### src/rtl/dump_pkg.sv
// dump_pkg
// Shared definitions for register_dump_unit and its word serializer:
// FSM state encoding, default word geometry, the header byte and a
// counter-width helper.
package dump_pkg;

  localparam int NB_DATA_DEF    = 32;
  localparam int NB_BYTE_DEF    = 8;
  localparam int BYTES_PER_WORD = NB_DATA_DEF / NB_BYTE_DEF;

  localparam logic [7:0] DUMP_HEADER_BYTE = 8'hA5;

  typedef enum logic [2:0] {
    ST_IDLE     = 3'd0,
    ST_HEADER   = 3'd1,
    ST_HDR_WAIT = 3'd2,
    ST_READ     = 3'd3,
    ST_LATCH    = 3'd4,
    ST_SEND     = 3'd5,
    ST_WAIT_TX  = 3'd6,
    ST_DONE     = 3'd7
  } dump_state_e;

  // Width of a counter holding 0..n-1, never narrower than one bit.
  function automatic int cnt_width(input int n);
    return (n > 1) ? $clog2(n) : 1;
  endfunction

endpackage

### src/rtl/word_serializer.sv
// word_serializer
// Holds one captured register word and hands it out one byte at a time,
// least significant byte first.
// Ports:
//   i_clock, i_reset : clock, synchronous active-high reset
//   i_clear          : zero the byte counter (start of a dump)
//   i_load           : capture i_word, byte counter back to 0
//   i_shift          : advance to the next byte
//   i_word           : word to capture
//   o_byte           : byte currently at the bottom of the shift register
//   o_last_byte      : current byte is the last one of the word
module word_serializer
  import dump_pkg::*;
#(
  parameter int NB_DATA = 32,
  parameter int NB_BYTE = 8
) (
  input  logic               i_clock,
  input  logic               i_reset,
  input  logic               i_clear,
  input  logic               i_load,
  input  logic               i_shift,
  input  logic [NB_DATA-1:0] i_word,
  output logic [NB_BYTE-1:0] o_byte,
  output logic               o_last_byte
);

  localparam int BPW   = NB_DATA / NB_BYTE;
  localparam int CNT_W = cnt_width(BPW);

  logic [NB_DATA-1:0] shift_d, shift_q;
  logic [CNT_W-1:0]   byte_cnt_d, byte_cnt_q;

  always_comb begin
    shift_d    = shift_q;
    byte_cnt_d = byte_cnt_q;
    if (i_load) begin
      shift_d    = i_word;
      byte_cnt_d = '0;
    end else if (i_shift) begin
      shift_d    = shift_q >> NB_BYTE;
      byte_cnt_d = byte_cnt_q + 1'b1;
    end else if (i_clear) begin
      byte_cnt_d = '0;
    end
  end

  always_ff @(posedge i_clock) begin
    if (i_reset) begin
      shift_q    <= '0;
      byte_cnt_q <= '0;
    end else begin
      shift_q    <= shift_d;
      byte_cnt_q <= byte_cnt_d;
    end
  end

  assign o_byte      = shift_q[NB_BYTE-1:0];
  assign o_last_byte = (byte_cnt_q == CNT_W'(BPW - 1));

endmodule

### src/rtl/register_dump_unit.sv
// register_dump_unit
// Walks every register of the decode-stage bank through its registered
// debug read port and streams each word, LSB byte first, into the UART
// transmitter's start/done handshake.
// Optional feature: define DUMP_HEADER_EN to prefix the stream with one
// header byte (0xA5).
// Ports:
//   i_clock, i_reset : clock, synchronous active-high reset
//   i_start          : dump request, honoured only while idle
//   o_addr_r         : read address to the bank
//   i_data_r         : bank read data, valid one cycle after o_addr_r
//   o_tx_data        : byte to transmit, valid with o_tx_start
//   o_tx_start       : one-cycle transmit request
//   i_tx_done        : one-cycle byte-sent pulse from the transmitter
//   o_busy           : high whenever a dump is in progress
//   o_done           : one-cycle pulse after the final byte completes
//
// state       | meaning
// ST_IDLE     | waiting for i_start
// ST_HEADER   | pulse o_tx_start with the header byte (header build only)
// ST_HDR_WAIT | wait for the header byte to finish (header build only)
// ST_READ     | present idx on the bank read port
// ST_LATCH    | bank data valid; capture it into the serializer
// ST_SEND     | pulse o_tx_start with the current byte
// ST_WAIT_TX  | wait for i_tx_done, then pick next byte / register / finish
// ST_DONE     | pulse o_done
module register_dump_unit
  import dump_pkg::*;
#(
  parameter int NB_REG     = 5,
  parameter int NB_DATA    = 32,
  parameter int N_REGISTER = 32,
  parameter int NB_BYTE    = 8
) (
  input  logic               i_clock,
  input  logic               i_reset,
  input  logic               i_start,
  output logic [NB_REG-1:0]  o_addr_r,
  input  logic [NB_DATA-1:0] i_data_r,
  output logic [NB_BYTE-1:0] o_tx_data,
  output logic               o_tx_start,
  input  logic               i_tx_done,
  output logic               o_busy,
  output logic               o_done
);

  localparam logic [NB_REG-1:0] LAST_IDX = NB_REG'(N_REGISTER - 1);

  dump_state_e       state_d, state_q;
  logic [NB_REG-1:0] idx_d, idx_q;

  logic               ser_clear;
  logic               ser_load;
  logic               ser_shift;
  logic [NB_BYTE-1:0] ser_byte;
  logic               ser_last;

  word_serializer #(
    .NB_DATA (NB_DATA),
    .NB_BYTE (NB_BYTE)
  ) u_word_serializer (
    .i_clock     (i_clock),
    .i_reset     (i_reset),
    .i_clear     (ser_clear),
    .i_load      (ser_load),
    .i_shift     (ser_shift),
    .i_word      (i_data_r),
    .o_byte      (ser_byte),
    .o_last_byte (ser_last)
  );

  always_ff @(posedge i_clock) begin
    if (i_reset) begin
      state_q <= ST_IDLE;
      idx_q   <= '0;
    end else begin
      state_q <= state_d;
      idx_q   <= idx_d;
    end
  end

  always_comb begin
    state_d = state_q;
    idx_d   = idx_q;
    case (state_q)
      ST_IDLE: begin
        if (i_start) begin
          idx_d = '0;
`ifdef DUMP_HEADER_EN
          state_d = ST_HEADER;
`else
          state_d = ST_READ;
`endif
        end
      end
      ST_HEADER:   state_d = ST_HDR_WAIT;
      ST_HDR_WAIT: if (i_tx_done) state_d = ST_READ;
      ST_READ:     state_d = ST_LATCH;
      ST_LATCH:    state_d = ST_SEND;
      ST_SEND:     state_d = ST_WAIT_TX;
      ST_WAIT_TX: begin
        if (i_tx_done) begin
          if (!ser_last) begin
            state_d = ST_SEND;
          end else if (idx_q == LAST_IDX) begin
            state_d = ST_DONE;
          end else begin
            idx_d   = idx_q + 1'b1;
            state_d = ST_READ;
          end
        end
      end
      ST_DONE:     state_d = ST_IDLE;
      default:     state_d = ST_IDLE;
    endcase
  end

  always_comb begin
    ser_clear  = (state_q == ST_IDLE) && i_start;
    ser_load   = (state_q == ST_LATCH);
    ser_shift  = (state_q == ST_WAIT_TX) && i_tx_done;
    o_addr_r   = idx_q;
    o_tx_start = (state_q == ST_SEND) || (state_q == ST_HEADER);
    o_tx_data  = (state_q == ST_HEADER) ? NB_BYTE'(DUMP_HEADER_BYTE) : ser_byte;
    o_busy     = (state_q != ST_IDLE);
    o_done     = (state_q == ST_DONE);
  end

endmodule

### config.mk
export PLATFORM = sky130hd
export DESIGN_NAME = register_dump_unit
export DESIGN_NICKNAME = d
export VERILOG_FILES = /design/src/rtl/dump_pkg.sv /design/src/rtl/word_serializer.sv /design/src/rtl/register_dump_unit.sv
export SDC_FILE = /design/constraint.sdc
export NUM_CORES = 1
export LEC_CHECK = 0
export CAP_MARGIN = 20
export CORE_UTILIZATION = 30
export DETAILED_ROUTE_END_ITERATION = 8
export GPL_ROUTABILITY_DRIVEN = 0
export PLACE_DENSITY = 0.57
export RECOVER_POWER = 50
export SYNTH_ARGS = -nofsm -noshare
export SYNTH_HDL_FRONTEND = slang
export SYNTH_SLANG_ARGS = --single-unit
export TNS_END_PERCENT = 20
### constraint.sdc
create_clock -name i_clock -period 6.1 [get_ports i_clock]
set_clock_uncertainty 0.15 [all_clocks]
set_input_delay 0.915 -clock i_clock [delete_from_list [all_inputs] [get_ports i_clock]]
set_output_delay 0.915 -clock i_clock [all_outputs]
set_load 0.02 [all_outputs]
# Word-level counts from Yosys, hierarchy flattened
# Index checks and enable logic that the tools add are counted.
# word_totals
regBits	42
wordCells	47
# op_classes
add_sub_neg	2
n_mux	16
n_eq_ne	14
reduce_logical	11
# op_table
op	count
32-bit 2-to-1 mux	2
3-bit case mux with 8 select lines	1
5-bit 2-to-1 mux	4
3-bit 2-to-1 mux	5
3-bit equality test (second input constant)	4
2-bit != test (second input constant)	5
5-bit case mux with 2 select lines	1
8-bit 2-to-1 mux	1
3-bit by 2-bit equality test with 1-bit output (second input constant)	2
2-bit nonzero test	3
5-bit by 1-bit adder with 5-bit output (second input constant)	1
5-bit equality test (second input constant)	1
5-bit AND reduction	1
2-bit 2-to-1 mux	2
3-bit by 1-bit equality test with 1-bit output (second input constant)	1
3-bit logical NOT	1
3-bit AND reduction	1
3-bit nonzero test	1
2-bit by 1-bit adder with 2-bit output (second input constant)	1
2-bit equality test (second input constant)	1
1-bit logical AND	2
2-bit OR reduction	1
1-bit logical OR	1

# Logic depth before layout (Yosys ltp)
# Gate-level depths: netlist of run 1.
# logic_depth
ltp_word	5
mapped_depth	6
mapped_depth_nobuf	6

# Cells and area by module
# From an unflattened synthesis of run 1, not the netlist that was laid out.
# unflattened
hier_cells	226
area_unflattened_um2	2154.6
# by_module_without_submodules
module	cells_per_inst	instances	area_each_um2	seq_area_each_um2
word_serializer	160	1	1600.3	680.7
register_dump_unit	66	1	554.3	160.2

# Worst setup path after synthesis of run 1
# Ideal clock, no wire load.
# synth_path
path_kind	reg2out
start	register state_q[0]
end	output port o_tx_data[0]
path_stages_with_launch	5
slack_ns	3.656
path_buffers	1
arrival_time_ns	1.379
path_cell_list	dfxtp_1 buf_2 nor2b_1 and2b_1 or2_2
# synth_via
elab_chain_cells	2
# synth_lines
element	line	source
start: declaration	register_dump_unit.sv:49	dump_state_e state_d, state_q;
start signal: assignment	register_dump_unit.sv:77	state_q <= state_d;
3-bit by 1-bit equality test with 1-bit output	register_dump_unit.sv:124	o_tx_data = (state_q == ST_HEADER) ? NB_BYTE'(DUMP_HEADER_BYTE) : ser_byte;
8-bit 2-to-1 mux	register_dump_unit.sv:124	
end: declaration	register_dump_unit.sv:40	output logic [NB_BYTE-1:0] o_tx_data,
# No other way between the ends.

# Final worst setup path of run 1
# layout_path
start	register state_q[1]
end	output port o_tx_data[7]
# Same word-level chain as after synthesis.

==> results_dict.tcl, run 1 <==
set metrics [dict create \
    status "finished, violations left" \
    failed_checks "capacitance limit, slew limit" \
    dp_hpwl_um 2790 \
    fillers 602 \
    cp_data_required_time_ns 5.03 \
    fin_nets 299 \
    synth_xor_area_share_pct 0 \
    rows 28 \
    final.min_clock_period_ns 3.21 \
    overflow 0 \
    syn_area_um2 1900 \
    clk_latency_ns 0.29 \
    path_max_fanout 16 \
    cts.path.max_buffers 2 \
    avgRoutedWirePerCell_um 13.5 \
    area_growth_pct 35.2 \
    arrival_ns 2.15 \
    antenna_found_initial 0 \
    syn-instance-count 220 \
    met2_usage_pct 21.5 \
    root_buffer "clkbuf_8" \
    drc 0 \
    routed_wl_um 4540 \
    clock.fmax_mhz 311 \
    cp-start-kind "register" \
    yosysWarnings 0 \
    cts_hold_buf 0 \
    cts.sinks 42 \
    post-route-util_pct 42.8 \
    ant_nets 0 \
    core-area_um2 5990 \
    min_path_cells 2 \
    syn_area_per_cell_um2 8.62 \
    clock_power_share_pct 36.5 \
    most-common-layout-cells "clkdlybuf4s50_1 (44), dfxtp_1 (42), nand3_1 (38)" \
    synth_fa_ha_area_share_pct 1.98 \
    grt_pass1_vias 1532 \
    post_cts_buffers 0 \
    drv_slew 43 \
    diodes 0 \
    cts-buffers-inserted 5 \
    seqPwrFrac_pct 49.3 \
    rsz0062_at_grt "false" \
    drtPass1Iterations 4 \
    htreeDepth 2 \
    port_buffers 51 \
    worst_pin_slew_ns 1.91 \
    ys_types 32 \
    vias 1717 \
    dieArea_um2 6640 \
    drt_iter0_markers 115 \
    vdd_drop_max_mv 0.0799 \
    p_switching_w 0.000143 \
    die_h_um 81.5 \
    die_w_um 81.5 \
    busiest_layer "met2" \
    intPower_w 0.000451 \
    grtUsageTotal_pct 14.2 \
    io_pins 52 \
    power.leakage_nw 0.875 \
    power_density_nw_per_um2 232 \
    gr-usage-met3_pct 2.67 \
    cts.repair.resized 0 \
    synth_compound_area_share_pct 24.3 \
    cp-end-kind "output pin" \
    slew_headroom_pct -27.2 \
    hold_violations 0 \
    fin_crit_sh_pct 52.7 \
    grt_pass1_wl_um 7240 \
    cts_tree "done" \
    drv_cap 1 \
    synth_top_family_by_area "compound AO/OA/AOI/OAI gates" \
    setup_tns_ns 0 \
    hold_class "register to register" \
    start_util_pct 31.6 \
    synth_nets 259 \
    reg2regPathDepth 3 \
    finalSetupViolations 0 \
    met1_usage_pct 19.8 \
    layout-drive-gt1-share_pct 6.51 \
    switching_share_pct 24.1 \
    ys_seq_elements 42 \
    vias_per_cell 5.11 \
    path_clk_slew_ns 0.08 \
    yosysSeqAreaShare_pct 44.4 \
    pwr-share-comb_pct 14.1 \
    crit_type "register to output pin" \
    layout_commonest_cell "clkdlybuf4s50_1" \
    synthSimpleGateAreaFrac_pct 23.8 \
    muxShareOfSynthArea_pct 0 \
    grt_max_degree 43 \
]
kinds of logic (layout without fill, tap and decap cells):
group                      count (synthesis)  after routing
DFF                                       42             42
and+or+nand+nor                           78             78
adders and majority gates                  3              3
AOI/OAI and AO/OA                         73             73
buffers and inverters                     24             65
worst max-delay path: stages, from the launching register on:
cell and delay, ns:
dfxtp_1 0.66, nor2b_1 0.11, and2b_1 0.25, or2_2 0.29, clkdlybuf4s50_1 0.54
synthesized netlist by cell type, drive strengths merged:
library cell / number / area share [%]
a31oi: 2 / 0.66
nand3: 38 / 10
a21oi: 36 / 9.5
buf: 14 / 3.6
nand4b: 2 / 0.92
or2: 4 / 1.3
nand3b: 3 / 1.4
and3b: 2 / 0.92
dfxtp: 42 / 44
and3: 2 / 0.66
nor3: 3 / 0.79
a31o: 1 / 0.46
nor3b: 1 / 0.66
a22oi: 24 / 9.5
clkbuf: 8 / 1.6
or4: 1 / 0.40
ha: 3 / 2.0
and2b: 1 / 0.40
or3b: 1 / 0.46
nand2: 9 / 1.8
inv: 2 / 0.40
o211ai: 5 / 2.0
and4b: 1 / 0.53
a2111oi: 1 / 0.46
or3: 2 / 0.66
a211oi: 3 / 1.2
o211a: 1 / 0.53
nand2b: 1 / 0.33
or4b: 1 / 0.53
nor2b: 6 / 2.0
metrics by stage:
| step | worst slack [ns] | hold slack, ns | area, um2 | std cells | power (W) |
|---|---|---|---|---|---|
| finish | 2.89 | 0.314 | 2560 | 336 | 0.000594 |
| floorplan | 3.66 | 0.293 | 1900 | 220 | 0.000339 |
| global route | 2.72 | 0.339 | 2560 | 336 | 0.000619 |
| CTS | 2.86 | 0.318 | 2540 | 335 | 0.000600 |
| detailed placement | 3.14 | 0.306 | 2430 | 327 | 0.000382 |
| global placement | 3.18 | 0.304 | 2430 | 327 | 0.000382 |
layer usage:
layer,vias to the layer above,part of all wire [%]
li1,898,-
met1,776,50
met2,39,44
met3,4,4.6
met4,0,1.1
met5,-,0
registers in the layout (all words and copies together), names as in the netlist:
| register | count |
|---|---|
| u_word_serializer.shift_q | 32 |
| state_q | 3 |
| u_word_serializer.byte_cnt_q | 2 |
| o_addr_r | 5 |
worst paths after layout:
| kind | start | end | slack [ns] |
|---|---|---|---|
| worst max-delay path | state_q[1] | o_tx_data[7] | 2.89 |
| worst min-delay path | u_word_serializer.shift_q[1] | u_word_serializer.shift_q[1] | 0.31 |
| worst max register to register | state_q[1] | u_word_serializer.byte_cnt_q[0] | 3.89 |
| worst min register to register | u_word_serializer.shift_q[1] | u_word_serializer.shift_q[1] | 0.31 |
power groups by stage:
stage / clock [W] / combinational, W / sequential, W
finish: 0.000217 / 0.0000839 / 0.000293
global placement: 0 / 0.0000829 / 0.000299
detailed placement: 0 / 0.0000829 / 0.000299
floorplan: 0 / 0.0000461 / 0.000293
global route: 0.000233 / 0.0000910 / 0.000295
CTS: 0.000224 / 0.0000832 / 0.000293
area by class of cell:
| class | count | area (um2) | share of cell area [%] |
|---|---|---|---|
| Clock inverter | 2 | 37.5 | 1.46 |
| Sequential cell | 42 | 841 | 32.8 |
| Timing Repair Buffer | 55 | 557 | 21.7 |
| Tap cell | 75 | 93.8 | 3.66 |
| Inverter | 2 | 7.51 | 0.293 |
| Multi-Input combinational cell | 154 | 955 | 37.2 |
| Clock buffer | 6 | 72.6 | 2.83 |
Note: power is estimated with default switching activity, not from simulation.
==> inputs of run 2 (changes only) <==
- PLACE_DENSITY: 0.57 -> 0.59
- clock period: 6.1 -> 2.9 ns (I/O delays scaled with it)
==> run 2 against run 1 <==
  * The run now ends clean
  * Highest routed layer unchanged
  * Register-to-register slack lost 3.3 ns
  * First-iteration DRC count grew 11%
  * Sequential share of layout area shrank 0.063 points
  * Critical path depth shrank 1
  * Largest power group unchanged
  * Final area grew 0.34%
  * Critical path type unchanged
  * Core utilization grew 0.15 points
  * Count of clock-buffer cells in the layout is the same
  * Hold slack gained 0.00084 ns
  * Final cell count grew 0.60%
==> results_dict.tcl, run 2 (synthesis gave the netlist of run 1 again) <==
set metrics [dict create \
    post_cts_buffers 0 \
    htreeDepth 2 \
    finalSetupViolations 0 \
    p_switching_w 0.000304 \
    power_density_nw_per_um2 488 \
    io_pins 52 \
    dieArea_um2 6640 \
    diodes 0 \
    power.leakage_nw 0.867 \
    drv_slew 0 \
    cts_hold_buf 0 \
    seqPwrFrac_pct 48.6 \
    max_stage_delay_ns 0.58 \
    avgRoutedWirePerCell_um 13.4 \
    cp_cell_sequence "and2b_1, or2_2, clkdlybuf4s50_1" \
    grtUsageTotal_pct 14.5 \
    layout-drive-gt1-share_pct 7.60 \
    layout_commonest_cell "clkdlybuf4s50_1" \
    root_buffer "clkbuf_8" \
    arrival_ns 2.03 \
    core-area_um2 5990 \
    crit_type "register to output pin" \
    cts.path.max_buffers 2 \
    routed_wl_um 4540 \
    drtPass1Iterations 4 \
    worst_path_max_delay_cell "dfxtp_1" \
    cts.sinks 42 \
    cp-end-kind "output pin" \
    area_growth_pct 35.7 \
    grt_pass1_wl_um 7380 \
    clock.fmax_mhz 382 \
    slew_headroom_pct 5.58 \
    path_clk_slew_ns 0.08 \
    fin_nets 301 \
    ant_nets 0 \
    cts.repair.resized 0 \
    cts_tree "done" \
    post-place-ws_ns 0.467 \
    fin_crit_sh_pct 90.3 \
    hold_class "register to register" \
    vias 1757 \
    switching_share_pct 24.2 \
    hold_violations 0 \
    cts-buffers-inserted 5 \
    worst_pin_slew_ns 1.42 \
    setup_ws_ns 0.282 \
    cp_data_required_time_ns 2.32 \
    pwr-share-comb_pct 14.7 \
    clock_power_share_pct 36.7 \
    status "completed" \
    regMostFlops "u_word_serializer.shift_q" \
    vias_per_cell 5.20 \
    drc 0 \
    rows 28 \
    drt_iter0_markers 128 \
    antenna_found_initial 0 \
    overflow 0 \
    grt_max_degree 35 \
    drv_cap 0 \
    grt_pass1_vias 1489 \
    intPower_w 0.000950 \
    dp_hpwl_um 2900 \
    die_h_um 81.5 \
    largest_reg_flops 32 \
    final.min_clock_period_ns 2.62 \
    cp-start-kind "register" \
    start_util_pct 31.6 \
    most-common-layout-cells "clkdlybuf4s50_1 (49), dfxtp_1 (41), nand3_1 (38)" \
    die_w_um 81.5 \
    rsz0062_at_grt "false" \
    setup_tns_ns 0 \
    path_max_fanout 15 \
    port_buffers 51 \
    clk_latency_ns 0.29 \
    vdd_drop_max_mv 0.214 \
]
==> run 2: changes by cell type in the layout (fill, tap and decap cells not counted) <==
cell,before,now
clkdlybuf4s50_1,44,49
dlygate4sd3_1,7,2
buf_4,2,4
buf_12,0,1
buf_16,1,0
dfxtp_1,42,41
dfxtp_2,0,1
==> run 2: final timing paths <==
kind	cells after the start	start	slack, ns	endpoint
max	3	state_q[2]	0.28	o_tx_data[7]
min	2	u_word_serializer.shift_q[7]	0.32	u_word_serializer.shift_q[7]
max reg2reg	5	state_q[1]	0.63	u_word_serializer.shift_q[15]
min reg2reg	2	u_word_serializer.shift_q[7]	0.32	u_word_serializer.shift_q[7]
==> run 2: final cells by class <==
cell class | count | area (um2)
tap | 75 | 93.8
sequential | 42 | 842
timing repair buffer | 57 | 564
clock inverter | 2 | 37.5
clock buffer | 6 | 72.6
fill | 635 | 3420
multi-input combinational | 154 | 955
inverter | 2 | 7.51
==> run 2: per-stage QoR <==
step | total power [W] | instance area, um2 | hold slack (ns) | utilization [%] | std cells
global route | 0.00131 | 2570 | 0.332 | 42.9 | 338
floorplan | 0.000714 | 1900 | 0.293 | - | 220
detailed placement | 0.000810 | 2460 | 0.306 | 41.1 | 330
finish | 0.00125 | 2570 | 0.315 | 42.9 | 338
CTS | 0.00128 | 2570 | 0.318 | 43.0 | 338
global placement | 0.000808 | 2460 | 0.304 | 41.1 | 330
==> run 2: critical path: cells and delay by family (launching register included) <==
kind | cells | cell delay, ns
DFF | 1 | 0.58
buffers and inverters | 1 | 0.53
and+or+nand+nor | 2 | 0.62
==> run 2: metal layers <==
layer	global-route usage, %	vias up	wire, um
met5	0	-	0
met4	5.36	0	60
met3	3.78	7	234
met2	20.1	45	2060
met1	21.3	803	2190
li1	-	902	-
==> run 2: power by group through the flow <==
stage | clock (W) | sequential (W) | combinational, W
2_1_floorplan | 0 | 0.000617 | 0.0000970
3_5_place_dp | 0 | 0.000623 | 0.000187
6_report | 0.000460 | 0.000610 | 0.000185
3_3_place_gp | 0 | 0.000622 | 0.000186
5_1_grt | 0.000498 | 0.000613 | 0.000201
4_1_cts | 0.000480 | 0.000609 | 0.000188
